`src/rtl/msg_frame_link.sv`:
```
// msg_frame_link: byte-serial framed link with an RX frame assembler (idle timeout) and a TX serializer FSM.
// Define FRAME_CHECKSUM_EN to append an XOR checksum byte to every frame on both RX and TX.
module msg_frame_link #(
  parameter int unsigned NBYTES      = 10,
  parameter int unsigned TIMEOUT_CYC = 50000
) (
  input  logic                msclk,
  input  logic                rst,
  input  logic [7:0]          rx_byte,
  input  logic                rx_strobe,
  output logic [8*NBYTES-1:0] odata,
  output logic                datavalid,
  input  logic [8*NBYTES-1:0] idata,
  input  logic                senddata,
  output logic                busy,
  output logic [7:0]          tx_byte,
  output logic                tx_strobe,
  input  logic                tx_ready,
  output logic                err_timeout,
  output logic                err_overrun,
  output logic                err_chk
);
  localparam int unsigned PW = 8*NBYTES;
`ifdef FRAME_CHECKSUM_EN
  localparam int unsigned FLEN = NBYTES + 1;
`else
  localparam int unsigned FLEN = NBYTES;
`endif
  localparam int unsigned CW = $clog2(FLEN + 1);
  localparam int unsigned TW = $clog2(TIMEOUT_CYC + 1);

`ifdef FRAME_CHECKSUM_EN
  function automatic logic [7:0] xor_bytes(input logic [PW-1:0] v);
    logic [7:0] x;
    x = '0;
    for (int unsigned i = 0; i < NBYTES; i++) x ^= v[8*i +: 8];
    return x;
  endfunction
  logic err_chk_q;
  assign err_chk = err_chk_q;
`else
  assign err_chk = 1'b0;
`endif

  // ---------------- RX path ----------------
  logic [PW-1:0] shadow, shadow_nxt;
  logic [CW-1:0] rx_cnt;
  logic [TW-1:0] timer;
  logic          rx_last;

  assign rx_last = rx_strobe && (rx_cnt == CW'(FLEN - 1));

  // Payload byte k lands MSB-first; a trailing checksum byte is never stored
  always_comb begin
    shadow_nxt = shadow;
    if (rx_strobe && (32'(rx_cnt) < NBYTES))
      shadow_nxt[8*(NBYTES - 1 - 32'(rx_cnt)) +: 8] = rx_byte;
  end

  always_ff @(posedge msclk or posedge rst) begin
    if (rst) begin
      shadow      <= '0;
      odata       <= '0;
      rx_cnt      <= '0;
      timer       <= '0;
      datavalid   <= 1'b0;
      err_timeout <= 1'b0;
`ifdef FRAME_CHECKSUM_EN
      err_chk_q   <= 1'b0;
`endif
    end else begin
      datavalid   <= 1'b0;
      err_timeout <= 1'b0;
`ifdef FRAME_CHECKSUM_EN
      err_chk_q   <= 1'b0;
`endif
      shadow <= shadow_nxt;
      if (rx_strobe) begin
        timer <= '0;
        if (rx_last) begin
          rx_cnt <= '0;
`ifdef FRAME_CHECKSUM_EN
          if (rx_byte == xor_bytes(shadow)) begin
            odata     <= shadow;
            datavalid <= 1'b1;
          end else begin
            err_chk_q <= 1'b1;
          end
`else
          odata     <= shadow_nxt;
          datavalid <= 1'b1;
`endif
        end else begin
          rx_cnt <= rx_cnt + CW'(1);
        end
      end else if (rx_cnt != '0) begin
        // Timer only runs mid-frame; a strobe on the expiry cycle takes the branch above
        if (timer == TW'(TIMEOUT_CYC - 1)) begin
          rx_cnt      <= '0;
          timer       <= '0;
          err_timeout <= 1'b1;
        end else begin
          timer <= timer + TW'(1);
        end
      end
    end
  end

  // ---------------- TX path ----------------
  typedef enum logic [1:0] {IDLE, SEND, GAP} tx_state_t;

  tx_state_t     state, state_nxt;
  logic [PW-1:0] tx_shift, tx_shift_nxt;
  logic [CW-1:0] tx_idx, tx_idx_nxt;
  logic [7:0]    tx_byte_nxt;
  logic          busy_nxt, tx_strobe_nxt, err_overrun_nxt;
`ifdef FRAME_CHECKSUM_EN
  logic [7:0]    tx_chk, tx_chk_nxt;
`endif

  always_ff @(posedge msclk or posedge rst) begin
    if (rst) begin
      state       <= IDLE;
      tx_shift    <= '0;
      tx_idx      <= '0;
      busy        <= 1'b0;
      tx_byte     <= '0;
      tx_strobe   <= 1'b0;
      err_overrun <= 1'b0;
`ifdef FRAME_CHECKSUM_EN
      tx_chk      <= '0;
`endif
    end else begin
      state       <= state_nxt;
      tx_shift    <= tx_shift_nxt;
      tx_idx      <= tx_idx_nxt;
      busy        <= busy_nxt;
      tx_byte     <= tx_byte_nxt;
      tx_strobe   <= tx_strobe_nxt;
      err_overrun <= err_overrun_nxt;
`ifdef FRAME_CHECKSUM_EN
      tx_chk      <= tx_chk_nxt;
`endif
    end
  end

  always_comb begin
    state_nxt       = state;
    tx_shift_nxt    = tx_shift;
    tx_idx_nxt      = tx_idx;
    busy_nxt        = busy;
    tx_byte_nxt     = tx_byte;
    tx_strobe_nxt   = 1'b0;
    err_overrun_nxt = senddata && busy;
`ifdef FRAME_CHECKSUM_EN
    tx_chk_nxt      = tx_chk;
`endif
    unique case (state)
      IDLE: begin
        if (senddata) begin
          tx_shift_nxt = idata;
          tx_idx_nxt   = '0;
          busy_nxt     = 1'b1;
          state_nxt    = SEND;
`ifdef FRAME_CHECKSUM_EN
          tx_chk_nxt   = xor_bytes(idata);
`endif
        end
      end
      SEND: begin
        if (tx_ready) begin
          tx_byte_nxt   = tx_shift[PW-1 -: 8];
`ifdef FRAME_CHECKSUM_EN
          if (tx_idx == CW'(NBYTES)) tx_byte_nxt = tx_chk;
`endif
          tx_shift_nxt  = tx_shift << 8;
          tx_strobe_nxt = 1'b1;
          state_nxt     = GAP;
        end
      end
      GAP: begin
        if (tx_idx == CW'(FLEN - 1)) begin
          busy_nxt  = 1'b0;
          state_nxt = IDLE;
        end else begin
          tx_idx_nxt = tx_idx + CW'(1);
          state_nxt  = SEND;
        end
      end
      default: state_nxt = IDLE;
    endcase
  end
endmodule

```
`config.mk`:
```
export PLATFORM = sky130hd
export DESIGN_NAME = msg_frame_link
export DESIGN_NICKNAME = d
export VERILOG_FILES = /design/src/rtl/msg_frame_link.sv
export SDC_FILE = /design/constraint.sdc
export NUM_CORES = 1
export LEC_CHECK = 0
export BUFFER_PORTS_ARGS = -buffer_cell sky130_fd_sc_hd__buf_2
export CAP_MARGIN = 15
export CORE_ASPECT_RATIO = 1.75
export CORE_MARGIN = 10
export CORE_UTILIZATION = 50
export DETAILED_ROUTE_END_ITERATION = 10
export PLACE_DENSITY = 0.73
export REMOVE_ABC_BUFFERS = 1
export SLEW_MARGIN = 20
export SYNTH_ARGS = -nofsm -noshare
export SYNTH_HDL_FRONTEND = slang
export SYNTH_SLANG_ARGS = --single-unit
```
`constraint.sdc`:
```
create_clock -name msclk -period 16.1 [get_ports msclk]
set_input_delay 0.805 -clock msclk [delete_from_list [all_inputs] [get_ports msclk]]
set_output_delay 0.805 -clock msclk [all_outputs]
set_load 0.03 [all_outputs]
```
==> results.json, run 1 <==
{
  "drv_slew": 0,
  "dr_wl_met2_um": 15700,
  "final_common_cell": "dfrtp_1",
  "grt_pass1_vias": 9162,
  "fin_area_um2": 14100,
  "vias_per_cell": 5.49,
  "post-place-ws_ns": 11.84,
  "fillCellCount": 2052,
  "antenna_left": 0,
  "r2r-start": "rx_cnt[2]",
  "grt_pass1_wl_um": 47600,
  "max_freq_mhz": 233,
  "grt_antenna_before_repair": 0,
  "setup_tns_ns": 0,
  "status": "complete, no violations",
  "powerDensity_nw_per_um2": 201,
  "power_mw": 2.84,
  "min_path_type": "input port to asynchronous set/reset pin",
  "period_needed_ns": 4.29,
  "irDropWorstVdd_mv": 0.145,
  "post_drt_wl_per_cell_um": 18.5,
  "cts_repair_resize_count": 0,
  "cts_hold_buf": 0,
  "max-cap-violations": 0,
  "drt-pass1-iter-count": 5,
  "core_area_um2": 23900,
  "io_pins": 187,
  "p_seq_share_pct": 37.6,
  "routed.top_layer": "met4",
  "synth_area_um2": 12100,
  "fin_util_pct": 59.1,
  "synth_cell_types": 57,
  "instances_no_fill": 1628,
  "synth_area_leaders": "dfrtp_1, mux2i_1, nand2_1, nor2_1, mux2_2",
  "die_w_um": 138,
  "holdWs_ns": 0.455,
  "endpoint_kind": "flop",
  "synth_edf_count": 0,
  "setup_viol": 0,
  "syn_area_per_cell_um2": 10.5,
  "cts-root-buf": "clkbuf_16",
  "r2r_setup_slack_ns": 11.81,
  "cp.arrival_ns": 4.71,
  "htreeDepth": 1,
  "layout-drive-gt1-share_pct": 23.0,
  "cts_tree": "yes",
  "grt_max_degree": 137,
  "setup_ws_ns": 11.81,
  "internal_power_mw": 1.68,
  "power_leakage_nw": 6.96,
  "switchingPower_mw": 1.16,
  "dpl-instance-area_um2": 13200,
  "crit_start": "rx_cnt[2]",
  "cts_setup_buffers": 0,
  "clock_skew_ns": 0.0115,
  "synth.yosys.seq_area_share_pct": 57.5,
  "drt-total-wl_um": 30100,
  "grt-ovfl-total": 0,
  "synth_seq_cells": 279,
  "criticalPathCategory": "flop to flop",
  "yosysTopAreaCell": "dfrtp_1",
  "place.gp.congestion": 0.878,
  "drc": 0,
  "numCtsBuffers": 26,
  "ys_warn_count": 0,
  "ys_async_sr_fraction_pct": 100,
  "clock_path_buffers": 3,
  "crit_fanout": 19,
  "clkPwrFrac_pct": 23.2,
  "grt_use_total_pct": 19.1,
  "worst_ep_required_time_ns": 16.52,
  "wl_met3_um": 1830,
  "dpl.cell_count": 1580,
  "drtIter0Drc": 524,
  "die_h_um": 226,
  "tightest_slew_ns": 1.12,
  "port_buffers": 185,
  "area_growth_pct": 16.4,
  "swShare_pct": 40.8,
  "path_clk_slew_ns": 0.07,
  "relSlewSlack_pct": 25.4,
  "nets": 1410,
  "hold_violations": 0,
  "die_area_um2": 31200,
  "wl_met1_um": 11500,
  "fp-row-count": 75,
  "clock-sinks": 279,
  "final_cell_mix": "dfrtp_1, buf_2, nand2_1, nor2_1, a21oi_1",
  "cp-start-kind": "flop",
  "min_period_over_period_pct": 26.6,
  "dp_hpwl_um": 21500,
  "start_util_pct": 50.8,
  "synth_ff_type": "dfrtp_1",
  "combPwrFrac_pct": 39.2,
  "grt_setup_unrepaired": "no",
  "clock_latency_ns": 0.53,
  "antenna_cells": 0,
  "synthCells": 1153,
  "vias": 8940,
  "synth.top_cell.area_share_pct": 57.5
}
[area by class of cell]
| class | count | area [µm²] | share of cell area, % |
|---|---|---|---|
| sequential | 279 | 6980 | 49.4 |
| clock buffer | 30 | 707 | 5.00 |
| tap | 308 | 385 | 2.73 |
| clock inverter | 18 | 219 | 1.55 |
| multi-input combinational | 777 | 4770 | 33.7 |
| inverter | 23 | 95.1 | 0.673 |
| timing repair buffer | 193 | 986 | 6.97 |
[registers in the layout (all words and copies together) (netlist names), 2 cells and up]
signal    flops
odata        80
rx_cnt        4
shadow       80
state         2
timer        16
tx_byte       8
tx_idx        4
tx_shift     80
[Yosys cell counts (2+ instances only)]
library cell,instances
nand2_1,166
nand2b_1,5
nand3_1,11
nor2b_1,4
or4_1,3
nor3b_1,2
buf_2,21
clkbuf_1,43
nor4bb_1,4
buf_1,3
nor3_1,4
buf_6,3
and2_1,13
clkbuf_2,2
o21ai_1,31
nor2_1,137
xor2_1,7
ha_1,17
nor4_1,2
a31oi_1,40
buf_4,2
and4_1,3
a21oi_1,80
and2_0,2
nand4_1,50
mux2_2,45
nand4b_1,2
or2_2,2
nor4_2,3
inv_1,21
a22o_1,8
nand3b_1,2
o21ai_0,15
xnor2_1,9
dfrtp_1,279
nor4b_1,5
mux2i_1,76
o31ai_1,12
[power by group through the flow]
stage	Sequential, mW	Clock, mW	Combinational [mW]
finish	1.07	0.658	1.11
floorplan	1.22	0	0.667
CTS	1.07	0.675	1.13
global placement	1.07	0	1.09
global route	1.10	0.700	1.23
detailed placement	1.08	0	1.12
[critical path: stages, from the launching register on]
cell	delay [ns]
dfrtp_1	0.51
inv_1	0.11
ha_1	0.20
ha_1	0.38
and3b_1	0.33
nand2_1	0.09
ha_1	0.33
nor4_2	0.43
and2_1	0.62
and4_1	0.75
mux2_2	0.41
[layer usage]
metal	track usage, %	vias to the layer above
met3	3.25	63
met2	34.1	242
met5	0	-
met4	7.97	0
met1	21.7	4328
li1	-	4307
[path summary, 6_finish.rpt]
path	end	depth (start not counted)
worst max register to register	shadow[72]	10
worst min-delay path	tx_shift[51]	2
worst min register to register	odata[56]	2
worst max-delay path	shadow[72]	10
min in group msclk	odata[56]	2
max in group asynchronous	odata[50]	3
[cell families after synthesis]
family                     Yosys count  synth area share [%]
muxes                              121                  10.4
DFF                                279                  57.5
adders and majority gates           17                  1.75
xor gates and xnor gates            16                  1.15
other                                1                0.0309
buffers and inverters               97                  3.48
and+or+nand+nor                    429                  16.5
AOI/OAI and AO/OA                  193                  9.13
No activity file was read; power rests on OpenSTA's default activity.
==> inputs of run 2 (changes only) <==
- PLACE_DENSITY: 0.73 -> 0.75
- clock period: 16.1 -> 3.49 ns (I/O delays scaled with it)
==> results.json, run 2 (synthesis results as in run 1) <==
{
  "switchingPower_mw": 5.54,
  "min_period_over_period_pct": 96.1,
  "clkPwrFrac_pct": 21.5,
  "rr_worst_depth": 11,
  "tightest_slew_ns": 0.859,
  "endpoint_kind": "flop",
  "final_cell_mix": "dfrtp_1, buf_2, nand2_1, nor2_1, dlygate4sd3_1",
  "grt_use_total_pct": 21.0,
  "fp-row-count": 75,
  "r2r-start": "rx_cnt[1]",
  "power_leakage_nw": 7.44,
  "largest_registers": "odata: 80 flops, shadow: 80 flops, tx_shift: 80 flops",
  "grt_pass1_vias": 10000,
  "dp_hpwl_um": 22100,
  "die_w_um": 138,
  "r2r_setup_slack_ns": 0.14,
  "reg2reg_to": "odata[22]",
  "place.gp.congestion": 0.918,
  "grt-ovfl-total": 0,
  "hold_violations": 0,
  "htreeDepth": 1,
  "relSlewSlack_pct": 42.7,
  "start_util_pct": 50.8,
  "final_common_cell": "dfrtp_1",
  "grt_antenna_before_repair": 0,
  "io_pins": 187,
  "regArea_um2": 6980,
  "swShare_pct": 41.1,
  "internal_power_mw": 7.94,
  "worst_ep_required_time_ns": 3.85,
  "fin_util_pct": 63.6,
  "nets": 1523,
  "cp-start-kind": "flop",
  "vias": 9603,
  "port_buffers": 185,
  "crit_start": "rx_cnt[1]",
  "clock_skew_ns": 0.0149,
  "max-cap-violations": 0,
  "post_drt_wl_per_cell_um": 19.0,
  "grt_max_degree": 124,
  "fillCellCount": 1838,
  "instances_no_fill": 1741,
  "layout-drive-gt1-share_pct": 22.3,
  "antenna_cells": 0,
  "numCtsBuffers": 26,
  "die_area_um2": 31200,
  "period_needed_ns": 3.35,
  "irDropWorstVdd_mv": 0.751,
  "multi_input_area_um2": 4770,
  "grt_pass1_wl_um": 52800,
  "antenna_left": 0,
  "vias_per_cell": 5.52,
  "clock_path_buffers": 3,
  "core_area_um2": 23900,
  "cp.arrival_ns": 3.72,
  "whs_endpoint": "tx_shift[8]",
  "powerDensity_nw_per_um2": 885,
  "setup_viol": 0,
  "whs_path_depth": 3,
  "die_h_um": 226,
  "drt-pass1-iter-count": 5,
  "path_clk_slew_ns": 0.06,
  "area_growth_pct": 25.3,
  "cts_tree": "yes",
  "drt-total-wl_um": 33100,
  "crit_fanout": 32,
  "combPwrFrac_pct": 41.7,
  "p_seq_share_pct": 36.8,
  "status": "complete, no violations",
  "grt_setup_unrepaired": "yes",
  "clock_latency_ns": 0.54,
  "dpl.cell_count": 1601,
  "drtIter0Drc": 566,
  "min_path_type": "input port to flop",
  "cts-root-buf": "clkbuf_16",
  "drc": 0,
  "criticalPathCategory": "flop to flop",
  "max_freq_mhz": 298,
  "drv_slew": 0,
  "hp-start": "idata[8]",
  "clock-sinks": 279
}
run 2: cell types whose count changed in the layout (fill, tap and decap cells not counted), moves of 2 or more:
cell           delta
dlygate4sd3_1    +90
buf_4            +19
clkbuf_1          +8
buf_12            +4
clkbuf_8          +4
clkinvlp_4        -3
inv_6             -3
bufinv_16         -2
clkinv_2          -2
clkinv_4          -2
o21ai_0           -2
o21ai_1           +2
run 2: how the worst max path moves through the flow:
stage,end,slack [ns],cells past startpoint
2_1_floorplan,busy,-4.38,1
3_3_place_gp,shadow[77],0.24,11
3_5_place_dp,shadow[78],0.09,12
4_1_cts,shadow[78],0.08,12
5_1_grt,shadow[63],-0.10,12
6_report,odata[22],0.14,11
run 2: power by group through the flow:
stage	Combinational (mW)	Sequential, mW	Clock (mW)
2_1_floorplan	3.04	5.64	0
3_3_place_gp	5.33	4.93	0
3_5_place_dp	5.47	4.99	0
4_1_cts	5.58	4.94	2.96
5_1_grt	6.12	5.07	3.07
6_report	5.61	4.96	2.90
run 2: through the flow:
| step | setup TNS (ns) | hold slack (ns) | worst slack [ns] | power [mW] | cell area (µm²) |
|---|---|---|---|---|---|
| 3_5_place_dp | 0 | 0.406 | 0.0914 | 10.5 | 13400 |
| 5_1_grt | -1.34 | 0.0304 | -0.102 | 14.3 | 15200 |
| 2_1_floorplan | -1626.07 | 0.238 | -4.38 | 8.68 | 11800 |
| 3_3_place_gp | 0 | 0.409 | 0.244 | 10.3 | 13400 |
| 6_report | 0 | 0.0362 | 0.136 | 13.5 | 15200 |
| 4_1_cts | 0 | 0.0214 | 0.0773 | 13.5 | 15200 |
run 2: cell type report:
cell class              instances  share of cell area [%]
clock inverters                 6                   0.543
inverters                      23                   0.625
flip-flops and latches        279                    45.9
repair buffers                306                    13.9
multi-input cells             777                    31.4
well taps                     308                    2.53
clock buffers                  42                    5.20
run 2: critical path, stage by stage (launching register included):
cell and delay (ns):
dfrtp_1 0.43, inv_1 0.14, ha_1 0.23, ha_1 0.28, and3b_1 0.22, nand2_1 0.10, inv_1 0.05, ha_1 0.18
or3b_1 0.39, or4_4 0.73, o21ai_1 0.29, a31oi_1 0.13
run 2: what timing repair did:
item,in CTS,in global routing
buffers inserted,0,2
gates resized for setup,0,4
hold buffers,90,0
hold endpoints to repair,218,0
setup endpoints to repair,0,43
run 2: metal layers:
layer	global-route usage, %	share of wire, %
met1	23.7	37
met2	38.6	53
met3	3.18	5.9
met4	7.57	3.2
met5	0	0
